## config.mk

```make
export PLATFORM = sky130hd
export DESIGN_NAME = wombat_command_engine_flat
export DESIGN_NICKNAME = d
export VERILOG_FILES = /design/src/rtl/wombat_cmd_pkg.sv /design/src/rtl/wombat_command_engine_if.sv /design/src/rtl/wombat_cmd_tx_serializer.sv /design/src/rtl/wombat_command_engine.sv /design/src/flat_wrapper.sv
export SDC_FILE = /design/constraint.sdc
export NUM_CORES = 1
export LEC_CHECK = 0
export CORE_MARGIN = 2
export CORE_UTILIZATION = 58
export DETAILED_ROUTE_END_ITERATION = 10
export DONT_BUFFER_PORTS = 1
export PLACE_DENSITY = 0.82
export RECOVER_POWER = 25
export SLEW_MARGIN = 20
export SYNTH_ARGS = -nofsm -noshare
export SYNTH_HDL_FRONTEND = slang
export SYNTH_SLANG_ARGS = --single-unit
```

## constraint.sdc

```tcl
create_clock -name clk -period 10.35 [get_ports clk]
set_clock_uncertainty 0.15 [all_clocks]
set_input_delay 1.5525 -clock clk [delete_from_list [all_inputs] [get_ports clk]]
set_output_delay 1.5525 -clock clk [all_outputs]
set_load 0.01 [all_outputs]
```

## src/rtl/wombat_cmd_pkg.sv

```systemverilog
// Shared types and protocol constants for the wombat command engine.
package wombat_cmd_pkg;

    typedef enum logic [3:0] {
        ST_IDLE      = 4'd0,
        ST_ADDR      = 4'd1,
        ST_DATA      = 4'd2,
        ST_WRITE     = 4'd3,
        ST_READ_REQ  = 4'd4,
        ST_READ_WAIT = 4'd5,
        ST_TX_SEND   = 4'd6,
        ST_TX_HOLD   = 4'd7,
        ST_TX_WAIT   = 4'd8
    } state_t;

    localparam logic [7:0] CMD_READ  = 8'h72;
    localparam logic [7:0] CMD_WRITE = 8'h77;
    localparam logic [7:0] RSP_ACK   = 8'h06;
    localparam logic [7:0] RSP_NAK   = 8'h15;

    function automatic logic is_rx_state(input state_t s);
        return (s == ST_IDLE) || (s == ST_ADDR) || (s == ST_DATA);
    endfunction

endpackage

```

## src/rtl/wombat_command_engine_if.sv

```systemverilog
// Byte-stream, transmitter and register-block signals of the wombat command engine.
interface wombat_command_engine_if #(
    parameter int ADDR_BYTES = 1,
    parameter int DATA_BYTES = 4
);
    logic [7:0]              i_rx_data;
    logic                    i_rx_dv;
    logic [7:0]              o_tx_data;
    logic                    o_tx_dv;
    logic                    i_tx_busy;
    logic                    o_w_en;
    logic [8*ADDR_BYTES-1:0] o_w_addr;
    logic [8*DATA_BYTES-1:0] o_w_value;
    logic                    o_r_en;
    logic [8*ADDR_BYTES-1:0] o_r_addr;
    logic [8*DATA_BYTES-1:0] i_r_value;
    logic                    i_r_valid;
    logic                    o_busy;
    logic                    o_err;

    modport slave (
        input  i_rx_data, i_rx_dv, i_tx_busy, i_r_value, i_r_valid,
        output o_tx_data, o_tx_dv, o_w_en, o_w_addr, o_w_value,
               o_r_en, o_r_addr, o_busy, o_err
    );

    modport master (
        output i_rx_data, i_rx_dv, i_tx_busy, i_r_value, i_r_valid,
        input  o_tx_data, o_tx_dv, o_w_en, o_w_addr, o_w_value,
               o_r_en, o_r_addr, o_busy, o_err
    );
endinterface

```

## src/rtl/wombat_cmd_tx_serializer.sv

```systemverilog
// Response serializer: holds 1..DATA_BYTES bytes and paces them out MSB first
// through the TX_SEND / TX_HOLD / TX_WAIT handshake with the transmitter.
module wombat_cmd_tx_serializer
    import wombat_cmd_pkg::*;
#(
    parameter int DATA_BYTES = 4
) (
    input  logic                    clk,
    input  logic                    i_reset,
    input  logic                    i_load,
    input  logic [8*DATA_BYTES-1:0] i_load_data,
    input  logic [3:0]              i_load_count,
    input  state_t                  i_state,
    input  logic                    i_tx_busy,
    output state_t                  o_next_state,
    output logic                    o_tx_dv,
    output logic [7:0]              o_tx_data
);
    localparam int DW = 8 * DATA_BYTES;

    logic [DW-1:0] r_buf;
    logic [3:0]    r_left;
    logic          w_send;

    // The strobe must land in the same cycle the transmitter reports idle.
    assign w_send    = (i_state == ST_TX_SEND) && !i_tx_busy;
    assign o_tx_dv   = w_send;
    assign o_tx_data = r_buf[DW-1 -: 8];

    // Byte buffer and remaining-byte counter
    always_ff @(posedge clk or posedge i_reset) begin
        if (i_reset) begin
            r_buf  <= '0;
            r_left <= 4'd0;
        end else if (i_load) begin
            r_buf  <= i_load_data;
            r_left <= i_load_count;
        end else if (w_send) begin
            r_buf  <= r_buf << 8;
            r_left <= r_left - 4'd1;
        end
    end

    // Transmit handshake sequencing
    always_comb begin
        o_next_state = i_state;
        case (i_state)
            ST_TX_SEND: begin
                if (i_tx_busy) begin
                    o_next_state = ST_TX_SEND;
                end else begin
                    o_next_state = ST_TX_HOLD;
                end
            end
            ST_TX_HOLD: o_next_state = ST_TX_WAIT;
            ST_TX_WAIT: begin
                if (i_tx_busy) begin
                    o_next_state = ST_TX_WAIT;
                end else if (r_left != 4'd0) begin
                    o_next_state = ST_TX_SEND;
                end else begin
                    o_next_state = ST_IDLE;
                end
            end
            default: o_next_state = i_state;
        endcase
    end

endmodule

```

## src/rtl/wombat_command_engine.sv

```systemverilog
// Byte-stream read/write command decoder feeding a register block, with ACK/NAK/data responses.
// Optional inter-byte timeout enabled by defining WOMBAT_CMD_TIMEOUT_EN.
module wombat_command_engine
    import wombat_cmd_pkg::*;
#(
    parameter int ADDR_BYTES     = 1,
    parameter int DATA_BYTES     = 4,
    parameter int TIMEOUT_CYCLES = 43400
) (
    input  logic                  clk,
    input  logic                  i_reset,
    wombat_command_engine_if.slave bus
);
    localparam int AW = 8 * ADDR_BYTES;
    localparam int DW = 8 * DATA_BYTES;

    state_t        r_state;
    state_t        w_next;
    state_t        w_ser_next;
    logic          r_is_write;
    logic [3:0]    r_cnt;
    logic [AW-1:0] r_addr;
    logic [DW-1:0] r_value;
    logic          r_w_en;
    logic [AW-1:0] r_w_addr;
    logic [DW-1:0] r_w_value;
    logic          r_r_en;
    logic [AW-1:0] r_r_addr;
    logic          r_err;

    logic          w_timeout;
    logic          w_nak;
    logic          w_drop;
    logic          w_addr_last;
    logic          w_data_last;
    logic          w_ser_load;
    logic [DW-1:0] w_ser_data;
    logic [3:0]    w_ser_count;
    logic [AW-1:0] w_addr_shift;
    logic [DW-1:0] w_value_shift;
    logic [DW-1:0] w_ack_word;
    logic [DW-1:0] w_nak_word;

    assign w_addr_shift  = (r_addr << 8) | AW'(bus.i_rx_data);
    assign w_value_shift = (r_value << 8) | DW'(bus.i_rx_data);
    assign w_addr_last   = (r_cnt == 4'(ADDR_BYTES - 1));
    assign w_data_last   = (r_cnt == 4'(DATA_BYTES - 1));
    assign w_drop        = bus.i_rx_dv && !is_rx_state(r_state);
    // Single-byte responses sit in the top byte so they leave first.
    assign w_ack_word    = DW'(RSP_ACK) << (DW - 8);
    assign w_nak_word    = DW'(RSP_NAK) << (DW - 8);

    // Receive FSM next-state and serializer load decisions
    always_comb begin
        w_next      = r_state;
        w_nak       = 1'b0;
        w_ser_load  = 1'b0;
        w_ser_data  = '0;
        w_ser_count = 4'd1;
        case (r_state)
            ST_IDLE: begin
                if (bus.i_rx_dv && (bus.i_rx_data == CMD_READ || bus.i_rx_data == CMD_WRITE)) begin
                    w_next = ST_ADDR;
                end else if (bus.i_rx_dv) begin
                    w_next = ST_TX_SEND;
                    w_nak  = 1'b1;
                end else begin
                    w_next = ST_IDLE;
                end
            end
            ST_ADDR: begin
                if (bus.i_rx_dv && w_addr_last) begin
                    w_next = r_is_write ? ST_DATA : ST_READ_REQ;
                end else if (bus.i_rx_dv) begin
                    w_next = ST_ADDR;
                end else if (w_timeout) begin
                    w_next = ST_TX_SEND;
                    w_nak  = 1'b1;
                end else begin
                    w_next = ST_ADDR;
                end
            end
            ST_DATA: begin
                if (bus.i_rx_dv && w_data_last) begin
                    w_next = ST_WRITE;
                end else if (bus.i_rx_dv) begin
                    w_next = ST_DATA;
                end else if (w_timeout) begin
                    w_next = ST_TX_SEND;
                    w_nak  = 1'b1;
                end else begin
                    w_next = ST_DATA;
                end
            end
            ST_WRITE: begin
                w_next     = ST_TX_SEND;
                w_ser_load = 1'b1;
                w_ser_data = w_ack_word;
            end
            ST_READ_REQ: w_next = ST_READ_WAIT;
            ST_READ_WAIT: begin
                if (bus.i_r_valid) begin
                    w_next      = ST_TX_SEND;
                    w_ser_load  = 1'b1;
                    w_ser_data  = bus.i_r_value;
                    w_ser_count = 4'(DATA_BYTES);
                end else if (w_timeout) begin
                    w_next = ST_TX_SEND;
                    w_nak  = 1'b1;
                end else begin
                    w_next = ST_READ_WAIT;
                end
            end
            ST_TX_SEND, ST_TX_HOLD, ST_TX_WAIT: w_next = w_ser_next;
            default: w_next = ST_IDLE;
        endcase
        if (w_nak) begin
            w_ser_load  = 1'b1;
            w_ser_data  = w_nak_word;
            w_ser_count = 4'd1;
        end else begin
            w_ser_count = w_ser_count;
        end
    end

    // State, frame assembly and registered strobes
    always_ff @(posedge clk or posedge i_reset) begin
        if (i_reset) begin
            r_state    <= ST_IDLE;
            r_is_write <= 1'b0;
            r_cnt      <= 4'd0;
            r_addr     <= '0;
            r_value    <= '0;
            r_w_en     <= 1'b0;
            r_w_addr   <= '0;
            r_w_value  <= '0;
            r_r_en     <= 1'b0;
            r_r_addr   <= '0;
            r_err      <= 1'b0;
        end else begin
            r_state <= w_next;
            r_w_en  <= (r_state == ST_DATA) && bus.i_rx_dv && w_data_last;
            r_r_en  <= (r_state == ST_ADDR) && bus.i_rx_dv && w_addr_last && !r_is_write;
            r_err   <= w_nak || w_drop;
            case (r_state)
                ST_IDLE: begin
                    if (bus.i_rx_dv) begin
                        r_is_write <= (bus.i_rx_data == CMD_WRITE);
                        r_cnt      <= 4'd0;
                        r_addr     <= '0;
                        r_value    <= '0;
                    end
                end
                ST_ADDR: begin
                    if (bus.i_rx_dv) begin
                        r_addr <= w_addr_shift;
                        r_cnt  <= w_addr_last ? 4'd0 : r_cnt + 4'd1;
                        if (w_addr_last && !r_is_write) begin
                            r_r_addr <= w_addr_shift;
                        end
                    end
                end
                ST_DATA: begin
                    if (bus.i_rx_dv) begin
                        r_value <= w_value_shift;
                        r_cnt   <= r_cnt + 4'd1;
                        if (w_data_last) begin
                            r_w_addr  <= r_addr;
                            r_w_value <= w_value_shift;
                        end
                    end
                end
                default: ;
            endcase
        end
    end

`ifdef WOMBAT_CMD_TIMEOUT_EN
    localparam int TOW = $clog2(TIMEOUT_CYCLES + 1);
    logic [TOW-1:0] r_to_cnt;

    // Idle-cycle counter for partial frames and outstanding reads
    always_ff @(posedge clk or posedge i_reset) begin
        if (i_reset) begin
            r_to_cnt <= '0;
        end else if (bus.i_rx_dv || (r_state == ST_READ_REQ) ||
                     !((r_state == ST_ADDR) || (r_state == ST_DATA) || (r_state == ST_READ_WAIT))) begin
            r_to_cnt <= '0;
        end else if (!w_timeout) begin
            r_to_cnt <= r_to_cnt + TOW'(1);
        end
    end

    assign w_timeout = (r_to_cnt == TOW'(TIMEOUT_CYCLES));
`else
    assign w_timeout = 1'b0;
`endif

    wombat_cmd_tx_serializer #(
        .DATA_BYTES (DATA_BYTES)
    ) u_tx_ser (
        .clk          (clk),
        .i_reset      (i_reset),
        .i_load       (w_ser_load),
        .i_load_data  (w_ser_data),
        .i_load_count (w_ser_count),
        .i_state      (r_state),
        .i_tx_busy    (bus.i_tx_busy),
        .o_next_state (w_ser_next),
        .o_tx_dv      (bus.o_tx_dv),
        .o_tx_data    (bus.o_tx_data)
    );

    assign bus.o_w_en    = r_w_en;
    assign bus.o_w_addr  = r_w_addr;
    assign bus.o_w_value = r_w_value;
    assign bus.o_r_en    = r_r_en;
    assign bus.o_r_addr  = r_r_addr;
    assign bus.o_err     = r_err;
    assign bus.o_busy    = (r_state != ST_IDLE);

endmodule

```

## src/flat_wrapper.sv

```systemverilog
// flat-port wrapper written by rule: the top's interface ports become plain ports
module wombat_command_engine_flat import wombat_cmd_pkg::*;
#(
    parameter int ADDR_BYTES     = 1,
    parameter int DATA_BYTES     = 4,
    parameter int TIMEOUT_CYCLES = 43400
)
  (clk, i_reset, bus_i_rx_data, bus_i_rx_dv, bus_i_tx_busy, bus_i_r_value, bus_i_r_valid, bus_o_tx_data, bus_o_tx_dv, bus_o_w_en, bus_o_w_addr, bus_o_w_value, bus_o_r_en, bus_o_r_addr, bus_o_busy, bus_o_err);
  wombat_command_engine_if #(.ADDR_BYTES(ADDR_BYTES), .DATA_BYTES(DATA_BYTES)) bus_i ();
  input  logic clk;
  input  logic i_reset;
  input wire logic [$bits(bus_i.i_rx_data)-1:0] bus_i_rx_data;
  input wire logic [$bits(bus_i.i_rx_dv)-1:0] bus_i_rx_dv;
  input wire logic [$bits(bus_i.i_tx_busy)-1:0] bus_i_tx_busy;
  input wire logic [$bits(bus_i.i_r_value)-1:0] bus_i_r_value;
  input wire logic [$bits(bus_i.i_r_valid)-1:0] bus_i_r_valid;
  output wire logic [$bits(bus_i.o_tx_data)-1:0] bus_o_tx_data;
  output wire logic [$bits(bus_i.o_tx_dv)-1:0] bus_o_tx_dv;
  output wire logic [$bits(bus_i.o_w_en)-1:0] bus_o_w_en;
  output wire logic [$bits(bus_i.o_w_addr)-1:0] bus_o_w_addr;
  output wire logic [$bits(bus_i.o_w_value)-1:0] bus_o_w_value;
  output wire logic [$bits(bus_i.o_r_en)-1:0] bus_o_r_en;
  output wire logic [$bits(bus_i.o_r_addr)-1:0] bus_o_r_addr;
  output wire logic [$bits(bus_i.o_busy)-1:0] bus_o_busy;
  output wire logic [$bits(bus_i.o_err)-1:0] bus_o_err;
  assign bus_i.i_rx_data = bus_i_rx_data;
  assign bus_i.i_rx_dv = bus_i_rx_dv;
  assign bus_i.i_tx_busy = bus_i_tx_busy;
  assign bus_i.i_r_value = bus_i_r_value;
  assign bus_i.i_r_valid = bus_i_r_valid;
  assign bus_o_tx_data = bus_i.o_tx_data;
  assign bus_o_tx_dv = bus_i.o_tx_dv;
  assign bus_o_w_en = bus_i.o_w_en;
  assign bus_o_w_addr = bus_i.o_w_addr;
  assign bus_o_w_value = bus_i.o_w_value;
  assign bus_o_r_en = bus_i.o_r_en;
  assign bus_o_r_addr = bus_i.o_r_addr;
  assign bus_o_busy = bus_i.o_busy;
  assign bus_o_err = bus_i.o_err;
  wombat_command_engine #(.ADDR_BYTES(ADDR_BYTES), .DATA_BYTES(DATA_BYTES), .TIMEOUT_CYCLES(TIMEOUT_CYCLES)) u_core (.clk(clk), .i_reset(i_reset), .bus(bus_i));
endmodule
```

==> summary.txt, run 1 <==
sequential area share after synthesis - 56.7%
syn avg cell area - 12.0 sq um
final worst path period share - 39.8%
Least-Margin Pin Slew - 1.72 ns
number of instances in the synthesized netlist - 472
number of max-slew violations in the final report - 41
Resized cells post-CTS - 0
HP Class - reg -> reg
I/O pin cnt - 106
die footprint - 10500 sq um
Area after DPL - 5650 sq um
maximum number of pins on one net before global-route repair - 90
Worst path top cell family by delay - simple AND/OR/NAND/NOR gates
Buffers on Ports - 0
buffer levels on the longest clock path - 2
Worst-path clk slew - 0.06 ns
root buffer cell - clkbuf_8
flop and latch count out of synthesis - 128
detailed-placement wirelength estimate - 7460 um
clock network latency to the later pin of the worst-skew pair - 0.53 ns
leading cell types in the layout, fill and taps excluded - dfrtp_1 (128), nand2_1 (77), mux2_2 (47), nand3_1 (26), o211ai_1 (20)
nets in the synthesized netlist - 520
post-CTS repair timing setup buffer count - 0
P per Cell Area - 303 nW/um^2
Max Fclk - 243 MHz
synth-to-layout area growth - 10.4%
Hold Vio Cnt, Final - 0
post-route standard cell area excluding fillers - 6230 sq um
wire per inst - 19.1 um
Ys Warns - 0
most used flip-flop cell after synthesis - dfrtp_1
status - finished with violations
TritonCTS clock tree - done
antenna-violating nets left - 0
final weighted congestion in routability-driven placement - 0.876
required arrival time at the worst endpoint - 8.65 ns
antenna violations before repair - 0
Setup TNS - 0 ns
GRT overflow - 0
overall die width - 103 um
number of buffers created by CTS - 17
number of clock sinks - 128
die span in y - 103 um
type of the worst setup path - in -> out
post-layout minimum cycle time - 4.12 ns
most common cell after layout, fill and taps aside - dfrtp_1
routed vias/inst - 5.96
arrival time reported for the critical path endpoint - 2.42 ns
Critical Path Sink Type - output port
number of nets in the final layout - 503
worst IR drop on VDD - 0.184 mV
number of DRC markers in iteration 0 - 186
total core area - 9590 sq um
Rel. slew slack - -15.0%
wire length of the first global-routing pass - 18400 um
Final setup viols - 0
number of remaining DRC errors - 0
Routed Wire Length - 11400 um
ratio of cells with drive above 1 in the final layout - 23.8%
total iterations of the first detailed-routing run - 4
starting density of the core - 58.9%
delay of the slowest cell on the worst path - 0.62 ns
vias in the first global route - 3649
cell at the slowest stage of the critical path - or2_1
vias after detailed routing - 3576
Post-synth EDFFs - 0
worst path cell trace - or2_1 -> inv_2
total number of placement rows - 36
Startpoint Class - primary input
Post-CTS Hold Fix Bufs - 0
violations in the final reports - capacitance limit, slew limit
CP bufs+invs - 1
CTS H-Tree Depth - 4
count of distinct cell types in the synthesized netlist - 56
fraction of registers with async set/reset - 100%
standby leakage power - 2.94 nW
diode insertion count for antenna repair - 0
Max-Cap Viols - 1
RSZ-0062 raised after global routing - no
CP Max Fanout - 23
cell area after technology mapping - 5650 sq um
total global routing track utilization - 23.1%
tightest hold or removal path, stage by stage, from the launching register on:
cell	delay (ns)
dfrtp_1	0.34
nand2_1	0.05
nand2_1	0.04
kinds of logic (layout without fill, tap and decap cells):
family                     count (synthesis)  count (layout)  synth area share [%]
DFF                                      128             128                  56.7
muxes                                     52              52                  10.3
and+or+nand+nor                          152             152                  13.3
adders and majority gates                  3               3                 0.665
xor gates and xnor gates                   2               2                 0.310
buffers and inverters                     47              42                  4.17
AOI/OAI and AO/OA                         88              88                  14.5
metal layers:
metal  share of wire [%]  vias up  global-route usage (%)
li1                    -     1658                       -
met1                  43     1794                    29.4
met2                  49      109                    36.2
met3                 6.4       15                    9.22
met4                 1.5        0                    8.41
met5                   0        -                       0
sequential cells by signal, indices dropped and copies added, names as in the netlist, 4 cells and up:
signal                  cells
u_core.bus.o_w_value       32
u_core.u_tx_ser.r_buf      32
u_core.r_value             24
u_core.bus.o_r_addr         8
u_core.bus.o_w_addr         8
u_core.r_addr               8
u_core.r_cnt                4
u_core.r_state              4
u_core.u_tx_ser.r_left      4
power by group:
| part | internal [W] | leakage (nW) | switching (W) |
|---|---|---|---|
| logic | 0.000256 | 0.958 | 0.000277 |
| clock network | 0.000363 | 0.285 | 0.000218 |
| registers | 0.000640 | 1.70 | 0.000133 |
| total | 0.00126 | 2.94 | 0.000629 |
synthesized netlist by cell type (6+ instances only):
cell type | n | area share [%]
nand2b_1 | 6 | 0.66
clkbuf_1 | 19 | 1.3
o21ai_0 | 7 | 0.62
dfrtp_1 | 128 | 57
mux2_2 | 47 | 9.4
o211ai_1 | 20 | 2.7
nand3_1 | 26 | 2.3
nor2_1 | 10 | 0.66
inv_1 | 6 | 0.40
buf_4 | 8 | 1.1
buf_2 | 11 | 0.97
a22o_1 | 16 | 2.5
nand2_1 | 77 | 5.1
a2bb2oi_2 | 18 | 4.8
worst paths after layout:
| check | start | endpoint | cells past startpoint | slack (ns) |
|---|---|---|---|---|
| setup / recovery | bus_i_tx_busy | bus_o_tx_dv | 2 | 6.23 |
| hold / removal | u_core.r_value[18]$_DFFE_PP0P_ | u_core.r_value[18]$_DFFE_PP0P_ | 2 | 0.31 |
| setup reg to reg | u_core.r_state[3]$_DFFE_PP0P_ | u_core.u_tx_ser.r_buf[24]$_DFFE_PP0P_ | 4 | 6.98 |
| hold reg to reg | u_core.r_value[18]$_DFFE_PP0P_ | u_core.r_value[18]$_DFFE_PP0P_ | 2 | 0.31 |
| max in group asynchronous | i_reset | u_core.bus.o_w_value[10]$_DFFE_PP0P_ | 2 | 7.49 |
| min in group asynchronous | i_reset | u_core.bus.o_r_en$_DFF_PP0_ | 1 | 1.17 |
area by class of cell:
| type | instances | area, sq um |
|---|---|---|
| flip-flops and latches | 128 | 3200 |
| clock inverters | 11 | 129 |
| well taps | 133 | 166 |
| multi-input cells | 297 | 2220 |
| fillers | 712 | 3360 |
| repair buffers | 4 | 33.8 |
| inverters | 7 | 27.5 |
| clock buffers | 20 | 455 |
through the flow:
step                worst slack [ns]  std cells  hold WS, ns  utilization [%]  power (W)
CTS                             6.25        600        0.316             65.0    0.00190
detailed placement              5.99        569        0.302             58.9    0.00131
finish                          6.23        600        0.309             65.0    0.00189
global route                    6.19        600        0.335             65.0    0.00199
global placement                6.11        569        0.298             58.9    0.00128
floorplan                       5.23        472        0.282                -    0.00123
No activity file was read; power rests on OpenSTA's default activity.
==> inputs of run 2 (changes only) <==
clock period = 3.9 ns   (was 10.35 ns; I/O delays follow)
==> run 2 against run 1 <==
Net effect:
- the run still ends with capacitance limit, slew limit left
- clock power up 150%
- first-iteration DRC count up 46%
- critical endpoint unchanged
- sequential power rose to 2.7 times the previous value
- combinational power rose to 2.7 times the previous value
- routed wire length up 0.21%
- critical path type is now reg -> out
- die area unchanged
==> summary.txt, run 2 (same netlist as run 1, synthesis figures left out) <==
diode insertion count for antenna repair - 0 (unchanged)
CP Max Fanout - 23 (unchanged)
vias in the first global route - 3625 (-0.66%)
Hold Path Stages - 1 (-1)
starting density of the core - 58.9% (unchanged)
antenna violations before repair - 0 (unchanged)
antenna-violating nets left - 0 (unchanged)
switching power total - 0.00166 W (+160%)
TritonCTS clock tree - done
die span in y - 103 um (unchanged)
Resized cells post-CTS - 0 (unchanged)
clock network latency to the later pin of the worst-skew pair - 0.52 ns (about the same)
number of clock sinks - 128 (unchanged)
violations in the final reports - capacitance limit, slew limit
Hold Vio Cnt, Final - 0 (unchanged)
met1 Track Usage GR - 30.7% (+1.3 points)
wire length of the first global-routing pass - 18500 um (+0.56%)
post-route standard cell area excluding fillers - 6230 sq um (about the same)
type of the worst setup path - reg -> out
ratio of cells with drive above 1 in the final layout - 24.5% (+0.76 points)
Max-Cap Viols - 1 (unchanged)
maximum number of pins on one net before global-route repair - 69 (-23%)
buffer levels on the longest clock path - 2 (unchanged)
Top Usage Layer GRT - met2
Setup TNS - 0 ns (unchanged)
Buffers on Ports - 0 (unchanged)
Routed Wire Length - 11500 um (+0.21%)
status - finished with violations
root buffer cell - clkbuf_8
Critical Path Sink Type - output port
arrival time reported for the critical path endpoint - 2.25 ns (-0.17 ns)
Worst-path clk slew - 0.06 ns (about the same)
I/O pin cnt - 106 (unchanged)
relative contribution of the clock network to total power - 29.1% (-1.7 points)
RSZ-0062 raised after global routing - no
total core area - 9590 sq um (unchanged)
overall die width - 103 um (unchanged)
Placed Cells incl. Taps - 575 (+1.1%)
CTS H-Tree Depth - 4 (unchanged)
Worst Reg2Reg Path Length in Cells - 5 (+1)
number of buffers created by CTS - 17 (unchanged)
required arrival time at the worst endpoint - 3.16 ns (-5.49 ns)
total global routing track utilization - 23.0% (-0.093 points)
P per Cell Area - 788 nW/um^2 (+160%)
number of nets in the final layout - 509 (+1.2%)
met3 GRT Util - 7.80% (-1.4 points)
switching part of the total - 33.9% (+0.56 points)
number of standard cells in the layout, taps in and fillers out - 606 (+1.0%)
detailed-placement wirelength estimate - 7580 um (+1.6%)
vias after detailed routing - 3701 (+3.5%)
final weighted congestion in routability-driven placement - 0.876 (unchanged)
most common cell after layout, fill and taps aside - dfrtp_1
total number of placement rows - 36 (unchanged)
total iterations of the first detailed-routing run - 5 (+1)
Max Fclk - 335 MHz
synth-to-layout area growth - 10.3% (about the same)
post-layout minimum cycle time - 2.99 ns
Area after DPL - 5690 sq um (+0.78%)
GRT overflow - 0 (unchanged)
routed vias/inst - 6.11 (+2.5%)
HP Class - in -> reg
post-CTS repair timing setup buffer count - 0 (unchanged)
cell-internal power - 0.00325 W (+160%)
Startpoint Class - register
Rel. slew slack - -8.43% (+6.6 points)
worst IR drop on VDD - 0.460 mV (+150%)
share of power burned in registers - 41.9% (+0.9 points)
number of remaining DRC errors - 0 (unchanged)
standby leakage power - 2.95 nW (+0.22%)
Post-CTS Hold Fix Bufs - 0 (unchanged)
number of max-slew violations in the final report - 69 (+68%)
number of DRC markers in iteration 0 - 271 (+46%)
wire per inst - 18.9 um (-0.78%)
portion of total power attributed to combinational logic - 29.1% (+0.9 points)
leading cell types in the layout, fill and taps excluded - dfrtp_1 (128), nand2_1 (77), mux2_2 (47), nand3_1 (26), o211ai_1 (20)
final worst path period share - 76.6%
Final setup viols - 0 (unchanged)
met2 usage - 35.6% (-0.55 points)
Least-Margin Pin Slew - 1.63 ns (-0.0892 ns)
die footprint - 10500 sq um (unchanged)
[run 2: layer usage]
metal	wire length, um	vias up
li1	-	1676
met1	4850	1864
met2	5670	142
met3	781	19
met4	154	0
met5	0	-
[run 2: path summary, 6_finish.rpt]
| kind | startpoint | end | slack [ns] |
|---|---|---|---|
| setup / recovery | u_core.r_state[3]$_DFFE_PP0P_ | bus_o_tx_dv | 0.91 |
| hold / removal | bus_i_r_value[6] | u_core.u_tx_ser.r_buf[6]$_DFFE_PP0P_ | 0.05 |
| hold reg to reg | u_core.r_value[23]$_DFFE_PP0P_ | u_core.r_value[23]$_DFFE_PP0P_ | 0.31 |
| max in group asynchronous | i_reset | u_core.r_is_write$_DFFE_PP0P_ | 2.21 |
| min in group asynchronous | i_reset | u_core.r_value[12]$_DFFE_PP0P_ | 0.06 |
| setup reg to reg | u_core.r_state[3]$_DFFE_PP0P_ | u_core.u_tx_ser.r_buf[7]$_DFFE_PP0P_ | 1.11 |
[run 2: cell type report]
class                           instances  area (sq um)
Fill cell                             685          3360
Sequential cell                       128          3200
Multi-Input combinational cell        297          2220
Clock buffer                           18           428
Tap cell                              133           166
Clock inverter                         13           115
Timing Repair Buffer                   10          72.6
Inverter                                7          27.5
[run 2: worst max-delay path, stage by stage, from the launching register on]
cell	delay [ns]
dfrtp_1	0.59
nand4bb_1	0.21
or2_1	0.69
inv_2	0.23
[run 2: power by group through the flow]
| stage | registers (W) | clock network, W | logic (W) |
|---|---|---|---|
| 5_1_grt | 0.00210 | 0.00152 | 0.00156 |
| 6_report | 0.00206 | 0.00143 | 0.00143 |
| 3_3_place_gp | 0.00204 | 0 | 0.00136 |
| 3_5_place_dp | 0.00207 | 0 | 0.00142 |
| 2_1_floorplan | 0.00192 | 0 | 0.00133 |
| 4_1_cts | 0.00205 | 0.00145 | 0.00143 |
[run 2: stage by stage]
stage | util (%) | worst slack [ns] | power (W) | hold slack (ns)
after floorplan | - | 1.58 | 0.00325 | 0.282
after global placement | 59.3 | 1.26 | 0.00340 | 0.302
after detailed placement | 59.3 | 1.18 | 0.00348 | 0.303
after CTS | 65.0 | 0.943 | 0.00493 | 0.0219
after global routing | 64.9 | 0.765 | 0.00518 | 0.0259
final | 64.9 | 0.914 | 0.00491 | 0.0453
